`src/rtl/dds_gen.sv`:
```
// dds_gen: direct digital synthesis waveform generator.
//
// A phase accumulator advances by a loadable tuning word on each enabled clock.
// The accumulator's top LUT_AW bits plus a phase offset form the phase. That phase
// selects one of four waveforms: sine from an internal table, square, triangle or
// sawtooth. The pipeline has three stages, with 2 clocks from an accumulator update
// to its sample.
//
// Ports
//   clk        system clock, rising edge
//   rst_n      asynchronous active-low reset
//   en         1 = accumulate, 0 = accumulator held at zero
//   load       strobe capturing fword / pword / wave_sel into shadow registers
//   fword      frequency tuning word (phase increment per clock)
//   pword      phase offset at LUT resolution
//   wave_sel   0 sine, 1 square, 2 triangle, 3 sawtooth
//   dout       unsigned offset-binary sample
//   dout_valid dout derives from an enabled accumulator cycle
//   phase_wrap pulse on the sample whose accumulator update overflowed
module dds_gen #(
    parameter int unsigned ACC_W  = 24,
    parameter int unsigned LUT_AW = 8,
    parameter int unsigned DATA_W = 8
) (
    input  logic              clk,
    input  logic              rst_n,
    input  logic              en,
    input  logic              load,
    input  logic [ACC_W-1:0]  fword,
    input  logic [LUT_AW-1:0] pword,
    input  logic [1:0]        wave_sel,
    output logic [DATA_W-1:0] dout,
    output logic              dout_valid,
    output logic              phase_wrap
);

    localparam int unsigned LutDepth = 1 << LUT_AW;
    localparam int unsigned FracBits = 28;
    localparam longint      PiFix    = 64'sd843314857; // round(pi * 2^28)

    // Elaboration-time sine entry in 2^-28 fixed point: fold into the first
    // quadrant, then a Taylor series to x^19 (error far below one output LSB).
    function automatic logic [DATA_W-1:0] sine_entry(input int k);
        longint depth, half_depth, quarter, kk, j, x, x2, term, sum, amp, mid, mag, res;
        logic   neg;
        depth      = longint'(LutDepth);
        half_depth = depth / 2;
        quarter    = depth / 4;
        kk         = longint'(k) % depth;
        neg        = (kk >= half_depth);
        if (neg) kk = kk - half_depth;
        j    = (kk > quarter) ? (half_depth - kk) : kk;
        x    = (PiFix * j) / (2 * quarter);
        x2   = (x * x) >>> FracBits;
        term = x;
        sum  = x;
        for (int n = 1; n <= 9; n++) begin
            term = -(((term * x2) >>> FracBits) / longint'((2 * n) * (2 * n + 1)));
            sum  = sum + term;
        end
        amp = (longint'(1) << (DATA_W - 1)) - 1;
        mid = longint'(1) << (DATA_W - 1);
        mag = (amp * sum + (longint'(1) << (FracBits - 1))) >>> FracBits;
        res = neg ? (mid - mag) : (mid + mag);
        return res[DATA_W-1:0];
    endfunction

    logic [DATA_W-1:0] sine_rom [LutDepth];

    for (genvar k = 0; k < LutDepth; k++) begin : g_rom
        assign sine_rom[k] = sine_entry(k);
    end

    // Shadow configuration and stage 0 (accumulator)
    logic [ACC_W-1:0]  fw_r;
    logic [LUT_AW-1:0] pw_r;
    logic [1:0]        ws_r;
    logic [ACC_W-1:0]  acc_q;
    logic              carry_q;
    logic              v0_q;
    logic [ACC_W:0]    acc_sum;

    assign acc_sum = {1'b0, acc_q} + {1'b0, fw_r};

    always_ff @(posedge clk or negedge rst_n) begin
        if (!rst_n) begin
            fw_r    <= '0;
            pw_r    <= '0;
            ws_r    <= 2'd0;
            acc_q   <= '0;
            carry_q <= 1'b0;
            v0_q    <= 1'b0;
        end else begin
            if (load) begin
                fw_r <= fword;
                pw_r <= pword;
                ws_r <= wave_sel;
            end
            // acc_sum reads the pre-load fw_r, so a new word applies one cycle later
            if (en) begin
                acc_q   <= acc_sum[ACC_W-1:0];
                carry_q <= acc_sum[ACC_W];
                v0_q    <= 1'b1;
            end else begin
                acc_q   <= '0;
                carry_q <= 1'b0;
                v0_q    <= 1'b0;
            end
        end
    end

    // Stage 1: phase with its waveform, valid and wrap tags
    logic [LUT_AW-1:0] phase_q;
    logic [1:0]        ws1_q;
    logic              wrap1_q;
    logic              v1_q;

    always_ff @(posedge clk or negedge rst_n) begin
        if (!rst_n) begin
            phase_q <= '0;
            ws1_q   <= 2'd0;
            wrap1_q <= 1'b0;
            v1_q    <= 1'b0;
        end else begin
            phase_q <= acc_q[ACC_W-1 -: LUT_AW] + pw_r;
            ws1_q   <= ws_r;
            wrap1_q <= carry_q;
            v1_q    <= v0_q;
        end
    end

    // Stage 2: waveform decode and output registers
    logic [LUT_AW-2:0] tri_t;
    logic [LUT_AW-1:0] tri_full;
    logic [DATA_W-1:0] wave_d;

    always_comb begin
        tri_t    = phase_q[LUT_AW-1] ? ~phase_q[LUT_AW-2:0] : phase_q[LUT_AW-2:0];
        tri_full = {tri_t, 1'b0};
        wave_d   = '0;
        unique case (ws1_q)
            2'd0: wave_d = sine_rom[phase_q];
            2'd1: wave_d = phase_q[LUT_AW-1] ? '0 : '1;
            2'd2: wave_d = tri_full[LUT_AW-1 -: DATA_W];
            2'd3: wave_d = phase_q[LUT_AW-1 -: DATA_W];
            default: wave_d = '0;
        endcase
    end

    always_ff @(posedge clk or negedge rst_n) begin
        if (!rst_n) begin
            dout       <= '0;
            dout_valid <= 1'b0;
            phase_wrap <= 1'b0;
        end else begin
            dout_valid <= v1_q;
            phase_wrap <= wrap1_q;
            // Hold the last valid sample once the pipeline drains
            if (v1_q) dout <= wave_d;
        end
    end

endmodule

```
`config.mk`:
```
export PLATFORM = sky130hd
export DESIGN_NAME = dds_gen
export DESIGN_NICKNAME = d
export VERILOG_FILES = /design/src/rtl/dds_gen.sv
export SDC_FILE = /design/constraint.sdc
export NUM_CORES = 1
export LEC_CHECK = 0
export BUFFER_PORTS_ARGS = -buffer_cell sky130_fd_sc_hd__clkbuf_2
export CAP_MARGIN = 20
export CORE_ASPECT_RATIO = 1.25
export CORE_MARGIN = 10
export CORE_UTILIZATION = 23
export DETAILED_ROUTE_END_ITERATION = 10
export PLACE_DENSITY_LB_ADDON = 0.25
export SLEW_MARGIN = 25
export SYNTH_ARGS = -nofsm -noshare
export SYNTH_HDL_FRONTEND = slang
export SYNTH_SLANG_ARGS = --single-unit
```
`constraint.sdc`:
```
create_clock -name clk -period 4.84 [get_ports clk]
set_input_delay 0.968 -clock clk [delete_from_list [all_inputs] [get_ports clk]]
set_output_delay 0.968 -clock clk [all_outputs]
set_load 0.01 [all_outputs]
```
Word-level counts from Yosys, hierarchy flattened --
Memory sizes are Yosys's and may differ from the RTL's. Cells that the tools add are included.
Cells by class: add/sub/neg operators 2, magnitude comparators 1, equality and inequality tests 3, muxes and demuxes 8, bitwise logic cells 2, reduce and logical (&&, ||, !) cells 1
Operators with widths (number):
- $pmux W8 S4 | 1
- $add A24 B24 Y25 | 1
- $mux W24 | 1
- $mux W8 | 3
- $ge A9 B9 Y1 const B | 1
- $not A8 Y9 | 1
- $add A8 B8 Y8 | 1
- $mux W7 | 1
- $not A7 Y7 | 1
- $eq A2 B2 Y1 const B | 2
- $eq A2 B1 Y1 const B | 1
- $logic_not A2 Y1 | 1
- $mux W1 | 2
Word-level totals: flip-flop bits (word level) 82, memory bits (read-only) 2048, input bits 38, output and inout port bits 10, word-level logic and storage cells 31, memories kept 1
Memories:
- (no name shown) | words 256, bits a word 8, read ports 1, clocked after Yosys merged registers in 0, write ports 0, RTL line 142 | 2'd0: wave_d = sine_rom[phase_q];

Logic depth before layout (Yosys ltp) --
depth in word-level cells 5, gate-level depth with buffers 10, depth with buffers taken out 9

Worst setup path before layout --
No wires, ideal clock.
kind register to register, from reg phase_q[0], to reg dout[2], library setup time 0.142 ns, arrival time 2.498 ns, required time 4.698 ns, setup slack 2.200 ns, cell stages (with the launch flop) 11, buffers on the path 2, period minus slack after synthesis 2.640 ns, path through dfrtp_1 > clkbuf_1 > inv_1 > ha_1 > clkbuf_1 > or2_2 > nand4_1 > a311oi_1 > or4_1 > o311ai_1 > a31oi_1
On the way: longest elaborated chain between the ends 5
RTL lines:
- start: declaration | RTL line 113 | logic [LUT_AW-1:0] phase_q;
- start signal: assignment | RTL line 125 | phase_q <= acc_q[ACC_W-1 -: LUT_AW] + pw_r;
- $not A8 Y9 (implied by the code) | RTL line 142
- $mem_v2 Z256 W8
- $mux W8 (implied by the code) (2 in a row) | RTL line 142
- $pmux W8 S4 | RTL line 141 | unique case (ws1_q)
- end signal: assignment | RTL line 159 | if (v1_q) dout <= wave_d;
- end: declaration | RTL line 32 | output logic [DATA_W-1:0] dout,
Every way passes these cells. The select of a mux whose other input is x is not followed. A chain may end at the register's enable or synchronous reset.

Final worst setup path --
from reg phase_q[0], to reg dout[3]
The elaborated chain is that of the path after synthesis.

==> flow_summary.yaml <==
global_route:
  grt_max_degree: 67
  gr-usage-met1_pct: 14.3
  grt_pass1_vias: 5908
  grt.met2_usage_pct: 20.1
  grt_util_met3_pct: 1.77
  grt_overflow: 0
  antenna_found_initial: 0
  top_usage_layer: "met2"
  track_usage_pct: 11.6
  grt_first_pass_wirelength_um: 32900
synth:
  synth_flop_cell: "dfrtp_1"
  synth_edf_count: 0
  synth_seq_area_share_pct: 32.1
  ys_async_sr_fraction_pct: 100
  synth_cells: 732
  synth_xor_xnor_area_share_pct: 2.88
  yosys.area_share.adder_pct: 9.04
  synth_area_leaders: "dfrtp_1 32%, ha_1 8.4%, mux2_2 6.2%, a21oi_1 4.1%, o21ai_0 3.2%"
  yosys.area.top_type: "dfrtp_1"
  ys.warnings.count: 0
  synth-simple-area-share_pct: 16.5
  syn_area_um2: 6400
  synth_top_area_share_pct: 32.1
  ys_seq_elements: 82
  synthDistinctLibCells: 69
  synth_top_family_by_area: "compound AO/OA/AOI/OAI gates"
  synth_nets: 815
  syn_area_per_cell_um2: 8.74
  synth_compound_area_share_pct: 26.0
  synth_mux_area_share_pct: 7.96
drt:
  drt_pass1_iterations: 6
  ant_nets: 0
  wl_per_cell_um: 18.8
  viasPerCell: 5.33
  routed-via-count: 5848
  routed_wl_um: 20600
  drtIter0Drc: 508
  drc: 0
power_and_ir_drop:
  peakVddDrop_uv: 260
  p_per_area_nw_per_um2: 703
  leakage_nw: 3.08
  power_mw: 5.09
clock_network:
  htreeDepth: 3
  clockRootBuffer: "clkbuf_16"
  cts_tree: "yes"
  clk_latency_ns: 0.34
  clkTransAtPathRegs_ns: 0.07
  cts_buffers: 9
  ctsResizeCount: 0
  clock_sinks: 82
  cts_buffer_depth: 2
  postCtsSetupBuffers: 0
  cts_hold_buf: 0
worst_setup_path:
  r2r_start: "phase_q[0]$_DFF_PN0_"
  cp_slowest_stage_delay_ns: 0.73
  rr_worst_depth: 8
  crit_family: "compound AO/OA/AOI/OAI gates"
  cp-start-kind: "register"
  cp.arrival_ns: 3.30
  crit_path_end_kind: "register"
  crit_chain: "inv_1 -> ha_1 -> nand2b_1 -> a21boi_0 -> mux4_2 -> a211oi_1 -> o31ai_1 -> a21oi_1"
  critPathRequiredTime_ns: 5.11
  cp_num_buf_inv: 1
  rr_endpoint: "dout[3]$_DFFE_PN0P_"
  rrSetupSlack_ns: 1.81
  crit_type: "reg -> reg"
  crit_slowest_cell: "dfrtp_1"
  crit_fanout: 18
sta:
  hold_ws_ns: 0.349
  tightest_slew_ns: 0.981
  setup_viol: 0
  layout_min_cycle_time_ns: 3.03
  clock_skew_ns: 0.0106
  drv_slew: 0
  relSlewSlack_pct: 34.6
  fmax_ghz: 0.330
  fin_setup_tns_ns: 0
  hold_viol: 0
  finalCritPeriodShare_pct: 62.7
  rsz0062_at_grt: "no"
finish:
  layout_common_cells: "80 x dfrtp_1, 54 x nor2_1, 52 x a21oi_1, 52 x nand2_1, 46 x clkbuf_2"
  n_antenna_cell: 0
  syn_to_final_growth_pct: 13.1
  utilization_pct: 26.3
  nets: 827
  fillers: 2966
  drive_gt1_share_pct: 15.9
  final_cells: 1098
  layout_commonest_cell: "dfrtp_1"
  seq_area_um2: 2050
  multi_input_area_um2: 3990
floorplan:
  start_util_pct: 23.3
  rows: 68
  die_h_um: 206
  die_area_um2: 34900
  io-pin-count: 48
  die_x_um: 169
  core_um2: 27500
hold_path:
  hold_start: "wrap1_q$_DFF_PN0_"
  holdPathStages: 0
  holdPathEnd: "phase_wrap$_DFF_PN0_"
  hold_class: "reg -> reg"
flow_run:
  max-cap-violations: 0
placement:
  hpwl_um: 14600
  io_buffers: 47
  place_congestion: 0.894
  dpl.cell_count: 1083
status:
  status: "finished, final reports clean"
==> flip-flops by register name, indices dropped and copies added, names as in the netlist <==
signal      count
dout            8
phase_q         8
v0_q            1
wrap1_q         1
v1_q            1
fw_r           24
pw_r            8
acc_q          24
phase_wrap      1
ws1_q           2
dout_valid      1
ws_r            2
carry_q         1
==> per-stage QoR <==
step	setup slack (ns)	instance area [um2]
2_1_floorplan	2.20	6400
3_3_place_gp	1.96	6880
3_5_place_dp	1.89	6880
4_1_cts	1.87	7230
5_1_grt	1.64	7230
6_report	1.81	7230
==> worst register-to-register path, stage by stage, from the launching register on <==
cell and delay [ns]:
dfrtp_1 0.73, inv_1 0.23, ha_1 0.42, nand2b_1 0.27, a21boi_0 0.21, mux4_2 0.51
a211oi_1 0.29, o31ai_1 0.11, a21oi_1 0.18
==> how the worst max path moves through the flow <==
stage	start	endpoint	slack, ns	cells past startpoint
after floorplan	phase_q[0]$_DFF_PN0_	dout[2]$_DFFE_PN0P_	2.20	10
after global placement	phase_q[1]$_DFF_PN0_	dout[6]$_DFFE_PN0P_	1.96	9
after detailed placement	phase_q[0]$_DFF_PN0_	dout[3]$_DFFE_PN0P_	1.89	8
after CTS	phase_q[0]$_DFF_PN0_	dout[3]$_DFFE_PN0P_	1.87	8
after global routing	phase_q[0]$_DFF_PN0_	dout[3]$_DFFE_PN0P_	1.64	8
final	phase_q[0]$_DFF_PN0_	dout[3]$_DFFE_PN0P_	1.81	8
==> synthesized netlist by cell type (10+ instances only) <==
cell type / n
dfrtp_1: 82
nor2_1: 54
a21oi_1: 52
nand2_1: 52
ha_1: 43
o21ai_0: 41
mux2_2: 35
clkbuf_1: 31
nor3_1: 24
inv_1: 22
nand2b_1: 21
a21o_1: 17
buf_2: 16
a31oi_1: 15
a211oi_1: 13
nor2b_1: 13
xnor2_1: 13
a221oi_1: 12
nand3_1: 12
o211ai_1: 11
o21a_1: 10
==> layer usage <==
layer / share of wire [%] / vias to the layer above
met5: 0 / -
met4: 2.7 / 0
met3: 5.1 / 38
met2: 50 / 185
met1: 42 / 2877
li1: - / 2748
==> where the power goes <==
part           switching (mW)  internal, mW
combinational            1.98          1.19
sequential              0.196         0.879
clock                   0.288         0.552
==> area by class of cell <==
cell class	count	share of cell area, %
Multi-Input combinational cell	569	55.1
Sequential cell	82	28.4
Tap cell	350	6.05
Timing Repair Buffer	55	4.12
Clock buffer	9	3.11
Clock inverter	6	1.80
Inverter	27	1.40
==> logic make-up (layout without fill, tap and decap cells) <==
logic type | after synthesis | after routing
DFF | 82 | 82
and+or+nand+nor | 216 | 216
xor gates and xnor gates | 21 | 21
muxes | 44 | 44
adders and majority gates | 45 | 45
buffers and inverters | 81 | 97
AOI/OAI and AO/OA | 243 | 243
Power figures use the tool's default switching activity.
